[config.mk]
export PLATFORM = sky130hd
export DESIGN_NAME = wb_writer
export DESIGN_NICKNAME = d
export VERILOG_FILES = /design/src/rtl/wb_pkg.sv /design/src/rtl/wb_fifo.sv /design/src/rtl/wb_writer.sv
export SDC_FILE = /design/constraint.sdc
export NUM_CORES = 1
export LEC_CHECK = 0
export ABC_AREA = 1
export CAP_MARGIN = 20
export CORE_MARGIN = 1
export CORE_UTILIZATION = 38
export DETAILED_ROUTE_END_ITERATION = 16
export GPL_ROUTABILITY_DRIVEN = 1
export PLACE_DENSITY = 0.65
export RECOVER_POWER = 25
export SLEW_MARGIN = 20
export SYNTH_ARGS = -nofsm -noshare
export SYNTH_HDL_FRONTEND = slang
export SYNTH_SLANG_ARGS = --single-unit
[constraint.sdc]
create_clock -name clock -period 3.07 [get_ports clock]
set_input_delay 0.7675 -clock clock [delete_from_list [all_inputs] [get_ports clock]]
set_output_delay 0.7675 -clock clock [all_outputs]
set_load 0.005 [all_outputs]
[src/rtl/wb_pkg.sv]
// Shared types and constants for the register-file write-back queues.
// Entries carry a register index and its data word.
package wb_pkg;

  localparam int         NUM_REGS  = 8;
  localparam int         DEPTH_DEF = 4;
  localparam logic [3:0] NO_WRITE  = 4'hF;

  typedef struct packed {
    logic [3:0]  dst;
    logic [31:0] val;
  } wb_entry_t;

  // Indices at or above NUM_REGS name no architectural register.
  function automatic logic is_reg(input logic [3:0] idx);
    return int'(idx) < NUM_REGS;
  endfunction

endpackage

[src/rtl/wb_fifo.sv]
// In-order entry queue for one write-back channel, with a per-slot view of
// the destination indices so the owner can decode pending registers.
module wb_fifo
  import wb_pkg::*;
#(
  parameter int DEPTH = DEPTH_DEF,
  localparam int CW = $clog2(DEPTH) + 1,
  localparam int PW = (DEPTH > 1) ? $clog2(DEPTH) : 1
) (
  input  logic                  clock,
  input  logic                  reset,
  input  logic                  push_i,
  input  wb_entry_t             push_entry_i,
  input  logic                  pop_i,
  output wb_entry_t             head_o,
  output logic [CW-1:0]         count_o,
  output logic [DEPTH-1:0][3:0] slot_dst_o,
  output logic [DEPTH-1:0]      slot_valid_o
);

  logic [PW-1:0]    wr_ptr_q;
  logic [PW-1:0]    rd_ptr_q;
  logic [CW-1:0]    count_q;
  logic [DEPTH-1:0] valid_q;
  wb_entry_t        mem_q [DEPTH];

  logic push_ok;
  logic pop_ok;

  function automatic logic [PW-1:0] ptr_inc(input logic [PW-1:0] ptr);
    return (ptr == PW'(DEPTH - 1)) ? '0 : ptr + 1'b1;
  endfunction

  // Guard against overflow/underflow even if the owner misbehaves.
  assign push_ok = push_i && (count_q != CW'(DEPTH));
  assign pop_ok  = pop_i  && (count_q != '0);

  always_ff @(posedge clock or negedge reset) begin
    if (!reset) begin
      wr_ptr_q <= '0;
      rd_ptr_q <= '0;
      count_q  <= '0;
      valid_q  <= '0;
    end else begin
      if (push_ok) begin
        wr_ptr_q           <= ptr_inc(wr_ptr_q);
        valid_q[wr_ptr_q]  <= 1'b1;
      end
      if (pop_ok) begin
        rd_ptr_q           <= ptr_inc(rd_ptr_q);
        valid_q[rd_ptr_q]  <= 1'b0;
      end
      count_q <= count_q + CW'(push_ok) - CW'(pop_ok);
    end
  end

  always_ff @(posedge clock) begin
    if (push_ok) begin
      mem_q[wr_ptr_q] <= push_entry_i;
    end
  end

  assign head_o       = mem_q[rd_ptr_q];
  assign count_o      = count_q;
  assign slot_valid_o = valid_q;

  genvar gi;
  generate
    for (gi = 0; gi < DEPTH; gi++) begin : g_slot
      assign slot_dst_o[gi] = mem_q[gi].dst;
    end
  endgenerate

endmodule

[src/rtl/wb_writer.sv]
// Dual-channel register-file write-back stage: E and M requests are queued,
// issued one per channel per cycle, with E winning same-register collisions.
module wb_writer
  import wb_pkg::*;
#(
  parameter int         DEPTH    = DEPTH_DEF,
  parameter logic [3:0] NO_WRITE = wb_pkg::NO_WRITE
) (
  input  logic                clock,
  input  logic                reset,
  input  logic                e_valid,
  input  logic [3:0]          e_dst,
  input  logic [31:0]         e_val,
  output logic                e_ready,
  input  logic                m_valid,
  input  logic [3:0]          m_dst,
  input  logic [31:0]         m_val,
  output logic                m_ready,
  output logic [3:0]          dstE,
  output logic [31:0]         valE,
  output logic [3:0]          dstM,
  output logic [31:0]         valM,
  output logic [NUM_REGS-1:0] pending,
  output logic                empty
);

  localparam int CW = $clog2(DEPTH) + 1;

  wb_entry_t             e_head;
  wb_entry_t             m_head;
  logic [CW-1:0]         e_count;
  logic [CW-1:0]         m_count;
  logic [DEPTH-1:0][3:0] e_slot_dst;
  logic [DEPTH-1:0][3:0] m_slot_dst;
  logic [DEPTH-1:0]      e_slot_valid;
  logic [DEPTH-1:0]      m_slot_valid;

  logic e_push;
  logic m_push;
  logic e_pop;
  logic m_pop;
  logic e_nonempty;
  logic m_nonempty;
  logic collision;

  logic [3:0]  dst_e_q;
  logic [31:0] val_e_q;
  logic [3:0]  dst_m_q;
  logic [31:0] val_m_q;

  // Ready depends only on the registered count, never on a same-cycle pop.
  assign e_ready = (e_count != CW'(DEPTH));
  assign m_ready = (m_count != CW'(DEPTH));

  // Out-of-range destinations are accepted but silently dropped.
  assign e_push = e_valid && e_ready && is_reg(e_dst);
  assign m_push = m_valid && m_ready && is_reg(m_dst);

  assign e_nonempty = (e_count != '0);
  assign m_nonempty = (m_count != '0);
  assign collision  = e_nonempty && m_nonempty && (e_head.dst == m_head.dst);
  assign e_pop      = e_nonempty;
  assign m_pop      = m_nonempty && !collision;

  wb_fifo #(.DEPTH(DEPTH)) u_e_fifo (
    .clock        (clock),
    .reset        (reset),
    .push_i       (e_push),
    .push_entry_i ('{dst: e_dst, val: e_val}),
    .pop_i        (e_pop),
    .head_o       (e_head),
    .count_o      (e_count),
    .slot_dst_o   (e_slot_dst),
    .slot_valid_o (e_slot_valid)
  );

  wb_fifo #(.DEPTH(DEPTH)) u_m_fifo (
    .clock        (clock),
    .reset        (reset),
    .push_i       (m_push),
    .push_entry_i ('{dst: m_dst, val: m_val}),
    .pop_i        (m_pop),
    .head_o       (m_head),
    .count_o      (m_count),
    .slot_dst_o   (m_slot_dst),
    .slot_valid_o (m_slot_valid)
  );

  always_ff @(posedge clock or negedge reset) begin
    if (!reset) begin
      dst_e_q <= NO_WRITE;
      val_e_q <= '0;
      dst_m_q <= NO_WRITE;
      val_m_q <= '0;
    end else begin
      dst_e_q <= e_pop ? e_head.dst : NO_WRITE;
      val_e_q <= e_pop ? e_head.val : '0;
      dst_m_q <= m_pop ? m_head.dst : NO_WRITE;
      val_m_q <= m_pop ? m_head.val : '0;
    end
  end

  assign dstE = dst_e_q;
  assign valE = val_e_q;
  assign dstM = dst_m_q;
  assign valM = val_m_q;

  // A register is pending while any queued slot in either channel names it.
  genvar gi;
  generate
    for (gi = 0; gi < NUM_REGS; gi++) begin : g_pend
      logic hit;
      always_comb begin
        hit = 1'b0;
        for (int j = 0; j < DEPTH; j++) begin
          if (e_slot_valid[j] && (e_slot_dst[j] == 4'(gi))) hit = 1'b1;
          if (m_slot_valid[j] && (m_slot_dst[j] == 4'(gi))) hit = 1'b1;
        end
      end
      assign pending[gi] = hit;
    end
  endgenerate

  assign empty = !e_nonempty && !m_nonempty;

endmodule

==> out/metrics.yaml, run 1 <==
run_status: "finished, violations left"
failed_checks: "max-capacitance violations, max-slew violations"
yosys_register_bits: 382
overflow: 0
max_slew_margin_pct: -18.8
syn_inst: 1255
power_uw: 17900
syn_nets: 1353
cap_violations: 1
cts_max_path_buffers: 3
synth_area_leaders: "edfxtp_1, dfrtp_1, nor2_1"
nets: 1518
area_growth_pct: 23.9
grtUsageTotal_pct: 17.0
port_buffers: 158
yosys_warnings: 0
fin_crit_sh_pct: 96.1
detail_route.vias_per_cell: 4.96
rows: 72
p_clk_share_pct: 27.1
power.density_nw_per_um2: 950
avgSynthCellArea_um2: 12.1
clock-sinks: 382
final_util_pct: 48.3
crit_slowest_cell: "clkdlybuf4s50_1"
placed_cell_area_um2: 17400
routed_wl_um: 34300
fillers: 3387
cts_hold_buf: 0
drcViolationCount: 0
required_ps: 2300
slowest_delay_ps: 540
clock.fmax_ghz: 0.339
syn_area_um2: 15200
die-area_um2: 40800
finalInstanceArea_um2: 18800
cts_tree: "done"
synth_edf_count: 288
route.vias.total: 9790
multi_input_comb_area_um2: 3560
postSynth.asyncResetShare_pct: 24.6
grt_first_pass_wirelength_um: 53900
h-tree-depth: 2
post_synth_num_cell_types: 34
peakVddDrop_uv: 570
netlist_top_cells_count: "edfxtp_1, nor2_1, o21ai_0"
hold_violations: 0
finalClockSkew_ps: 21.6
cp-end-kind: "primary output"
setup_slack_ps: 120
fin_crit_ps: 2950
path_max_fanout: 3
grt_max_degree: 69
dp_hpwl_um: 20800
path_cells: "nor2_2 -> nand2_1 -> nor3_1 -> nor2_1 -> o2111ai_1 -> clkdlybuf4s50_1"
clk_pin_slew_ps: 60
tightest_slew_ps: 1780
wl_per_cell_um: 17.4
routabilityCongestion: 0.875
p_sw_share_pct: 33.0
arrival_ps: 2180
critical_path_class: "register to primary output"
critPathLaunchType: "register"
setup_viol: 0
pwr-share-seq_pct: 39.7
timing.setup.tns_ps: 0
yosys.area.top_type: "edfxtp_1"
final_max_slew_viol_count: 28
hp-class: "register to register"
combinationalPowerShare_pct: 33.2
synth_top_area_share_pct: 56.9
dr.first_iter.drc_count: 632
core_um2: 39000
yosysMostFrequentCell: "edfxtp_1"
root_buffer: "clkbuf_16"
dr.pass1.iters: 5
chipWidth_um: 202
fp.dieH_um: 202
ios: 159
leakagePower_uw: 0.00705
seq_area_um2: 11000
numCtsBuffers: 41
antenna_found_initial: 6
p_switching_uw: 5910
synth_seq_area_share_pct: 72.5
post_cts_resized: 0
initial_core_util_pct: 38.9
p_int_uw: 12000
post-cts-setup-buffer-count: 0
clk_latency_ps: 540
layout-drive-gt1-share_pct: 9.22
dpl_worst_slack_ps: 442
synth_flop_cell: "edfxtp_1"
ant_nets: 0
first_global_vias: 9873
-- layer usage --
metal	vias to the layer above	global-route usage (%)	wire, um
met2	279	28.2	16700
met5	-	0	23
met1	4794	21.8	14600
met4	4	6.66	793
li1	4648	-	-
met3	65	3.47	2130
-- worst paths after layout --
path / startpoint / endpoint / slack [ps] / cells past startpoint
max in group asynchronous: reset / valM[7] / 1090 / 2
worst min register to register: u_e_fifo.mem_q[3][2] / valE[2] / 530 / 2
worst max register to register: u_e_fifo.rd_ptr_q[0] / u_m_fifo.count_o[2] / 430 / 17
worst min-delay path: u_e_fifo.mem_q[3][2] / valE[2] / 530 / 2
min in group asynchronous: reset / valE[3] / 710 / 1
worst max-delay path: u_e_fifo.mem_q[2][35] / pending[5] / 120 / 6
-- placed cells by master, fill, tap and decap left out, types with 11 or more instances in the layout --
| cell type | instances |
|---|---|
| edfxtp_1 | 288 |
| nand2_1 | 117 |
| clkbuf_16 | 43 |
| inv_1 | 93 |
| dlygate4sd3_1 | 38 |
| clkbuf_1 | 11 |
| a21oi_1 | 33 |
| nor2_1 | 249 |
| nand3_1 | 49 |
| nor2_4 | 18 |
| o22ai_1 | 48 |
| clkdlybuf4s50_1 | 119 |
| o21ai_0 | 137 |
| buf_4 | 21 |
| ha_1 | 20 |
| dfrtp_1 | 84 |
-- kinds of logic (layout without fill, tap and decap cells) --
kind of cell | after synthesis | after routing | synth area share (%)
AO/OA/AOI/OAI | 226 | 226 | 8.01
XOR/XNOR | 3 | 3 | 0.173
adder cells (fa/ha/maj) | 22 | 22 | 1.91
buffers and inverters | 161 | 359 | 4.63
flip-flops | 382 | 382 | 72.5
other | 0 | 4 | 0
AND/OR/NAND/NOR | 461 | 461 | 12.8
-- flip-flops by register name (all words and copies together), names as in the netlist --
name                   flops
u_m_fifo.wr_ptr_q          2
dstM                       4
u_m_fifo.mem_q           144
u_e_fifo.mem_q           144
u_e_fifo.slot_valid_o      4
u_e_fifo.count_o           3
u_m_fifo.slot_valid_o      4
u_m_fifo.rd_ptr_q          2
u_m_fifo.count_o           3
valM                      32
valE                      32
u_e_fifo.rd_ptr_q          2
dstE                       4
u_e_fifo.wr_ptr_q          2
-- power by group through the flow --
stage / sequential [uW] / combinational, uW / clock, uW
after floorplan: 7140 / 3670 / 0
after global placement: 7190 / 5930 / 0
after detailed placement: 7200 / 6020 / 0
after CTS: 7110 / 6040 / 4970
after global routing: 7200 / 6670 / 5180
final: 7100 / 5940 / 4860
-- worst max-delay path: cells and delay by family (launching register included) --
family | cells | cell delay, ps
AO/OA/AOI/OAI | 1 | 110
buffers and inverters | 1 | 540
flip-flops | 1 | 460
AND/OR/NAND/NOR | 4 | 540
-- layout make-up --
cell class | instances | share of cell area (%)
Clock buffer | 61 | 6.50
Inverter | 97 | 1.93
Timing Repair Buffer | 186 | 9.95
Tap cell | 518 | 3.44
Antenna cell | 4 | 0.0532
Sequential cell | 382 | 58.5
Clock inverter | 15 | 0.718
Multi-Input combinational cell | 712 | 18.9
-- stage by stage --
step | hold WS, ps | cells
5_1_grt | 563 | 1975
2_1_floorplan | 472 | 1255
4_1_cts | 168 | 1971
6_report | 530 | 1975
3_5_place_dp | 517 | 1895
3_3_place_gp | 513 | 1895
No activity file was read; power rests on OpenSTA's default activity.
==> run 2: changes to the inputs <==
--- a/config.mk
+++ b/config.mk
@@ -12,7 +12,6 @@
 export DETAILED_ROUTE_END_ITERATION = 16
 export GPL_ROUTABILITY_DRIVEN = 1
 export PLACE_DENSITY = 0.65
-export RECOVER_POWER = 25
 export SLEW_MARGIN = 20
 export SYNTH_ARGS = -nofsm -noshare
 export SYNTH_HDL_FRONTEND = slang
==> run 2 against run 1 <==
Compared with the run above:
- the flow now finishes without violations
- core utilization is essentially flat
- final cell count is essentially flat
- register-to-register slack is essentially flat
- fmax shrank 0.23%
- die area is the same
- critical path depth is the same
- critical endpoint is now pending[6]
- largest power group unchanged
- highest routed layer unchanged
==> out/metrics.yaml, run 2 (same netlist as run 1, synthesis figures left out) <==
arrival_ps: 2190  # about the same
p_sw_share_pct: 33.1  # +0.082 points
clk_pin_slew_ps: 60  # about the same
detail_route.vias_per_cell: 4.98  # +0.41%
cts_max_path_buffers: 3  # unchanged
startpoint: "u_m_fifo.mem_q[2][35]"
fillers: 3385  # -0.059%
setup_slack_ps: 114  # -6.86 ps
layout-drive-gt1-share_pct: 9.29  # +0.069 points
critPathLaunchType: "register"
overflow: 0  # unchanged
power.density_nw_per_um2: 952  # +0.20%
setup_viol: 0  # unchanged
h-tree-depth: 2  # unchanged
fp.dieH_um: 202  # unchanged
leakagePower_uw: 0.00704  # about the same
fin_crit_ps: 2960  # +6.85 ps
placed_cell_area_um2: 17400  # unchanged
ios: 159  # unchanged
cts_tree: "done"
power_uw: 17900  # +0.21%
port_buffers: 158  # unchanged
combinationalPowerShare_pct: 33.2  # about the same
clock-sinks: 382  # unchanged
clock.fmax_ghz: 0.338  # -0.23%
drcViolationCount: 0  # unchanged
antenna_found_initial: 4  # -2
cp-end-kind: "primary output"
clk_latency_ps: 540  # about the same
area_growth_pct: 23.9  # about the same
p_switching_uw: 5930  # +0.46%
core_um2: 39000  # unchanged
final_util_pct: 48.3  # about the same
rows: 72  # unchanged
final_cell_mix: "edfxtp_1, nor2_1, clkdlybuf4s50_1, o21ai_0, nand2_1"
routed_wl_um: 34400  # +0.30%
wl_per_cell_um: 17.4  # +0.35%
root_buffer: "clkbuf_16"
pwr-share-seq_pct: 39.6  # about the same
route.vias.total: 9825  # +0.36%
critical_path_class: "register to primary output"
hold_violations: 0  # unchanged
finalClockSkew_ps: 18.3  # -3.35 ps
grtUsageTotal_pct: 17.0  # unchanged
final_common_cell: "edfxtp_1"
finalInstanceArea_um2: 18800  # about the same
reg_top3: "u_e_fifo.mem_q (144), u_m_fifo.mem_q (144)"
die-area_um2: 40800  # unchanged
tightest_slew_ps: 749  # -1030 ps
first_global_vias: 9873  # unchanged
dr.pass1.iters: 5  # unchanged
path_max_fanout: 3  # unchanged
chipWidth_um: 202  # unchanged
cap_violations: 0  # -1
post-cts-setup-buffer-count: 0  # unchanged
max_slew_margin_pct: 50.1  # +69 points
r2r_start: "u_e_fifo.rd_ptr_q[0]"
run_status: "finished clean"
p_int_uw: 12000  # about the same
dr.first_iter.drc_count: 620  # -1.9%
nets: 1518  # unchanged
required_ps: 2300  # about the same
final_max_slew_viol_count: 0  # -100%
p_clk_share_pct: 27.2  # about the same
dp_hpwl_um: 20800  # unchanged
routabilityCongestion: 0.875  # unchanged
grt_max_degree: 69  # unchanged
fin_crit_sh_pct: 96.3  # +0.22 points
ant_nets: 0  # unchanged
peakVddDrop_uv: 566  # -0.60%
dpl_worst_slack_ps: 442  # unchanged
initial_core_util_pct: 38.9  # unchanged
timing.setup.tns_ps: 0  # unchanged
numCtsBuffers: 41  # unchanged
grt_first_pass_wirelength_um: 53900  # unchanged
hp-class: "input pin to asynchronous set/reset pin"
[run 2: worst max-delay path, stage by stage, from the launching register on]
cell and delay, ps:
edfxtp_1 450, nor2_1 160, nand2_1 100, nor3_1 230, a31oi_1 90, nand4_1 120
clkdlybuf4s50_1 510
[run 2: routing by layer]
metal / global-route usage (%) / wire [um] / vias up
met5: 0 / 13 / -
met4: 6.66 / 874 / 2
met3: 3.47 / 1980 / 70
met2: 28.2 / 16800 / 277
met1: 21.8 / 14800 / 4825
li1: - / - / 4651
[run 2: layout make-up]
cell class,count,area (um^2),share of cell area (%)
sequential,382,11000,58.5
inverter,97,364,1.93
timing repair buffer,186,1880,9.97
clock inverter,15,135,0.718
clock buffer,61,1220,6.50
multi-input combinational,712,3560,18.9
antenna,3,7.51,0.0399
tap,518,648,3.44
[run 2: repair_timing]
action                                  in CTS  in global routing
endpoints found under the setup margin       0                  4
hold buffers                                 0                  0
endpoints found under the hold margin        0                  0
gates resized for setup                      0                  5
[run 2: final timing paths]
kind	cells past startpoint	end	slack, ps
setup / recovery	6	pending[6]	110
hold / removal	1	valE[3]	170
hold reg to reg	2	valE[2]	530
max in group asynchronous	2	valM[7]	2100
setup reg to reg	17	u_m_fifo.count_o[2]	430
min in group clock	2	valE[2]	530
[run 2: stage by stage]
stage / cells / hold slack (ps)
2_1_floorplan: 1255 / 472
3_3_place_gp: 1895 / 513
3_5_place_dp: 1895 / 517
4_1_cts: 1971 / 168
5_1_grt: 1974 / 182
6_report: 1974 / 174
[run 2: power groups by stage]
stage / clock network (uW) / logic [uW] / registers, uW
6_report: 4870 / 5960 / 7100
5_1_grt: 5180 / 6680 / 7200
4_1_cts: 4970 / 6040 / 7110
3_5_place_dp: 0 / 6020 / 7200
3_3_place_gp: 0 / 5930 / 7190
2_1_floorplan: 0 / 3670 / 7140
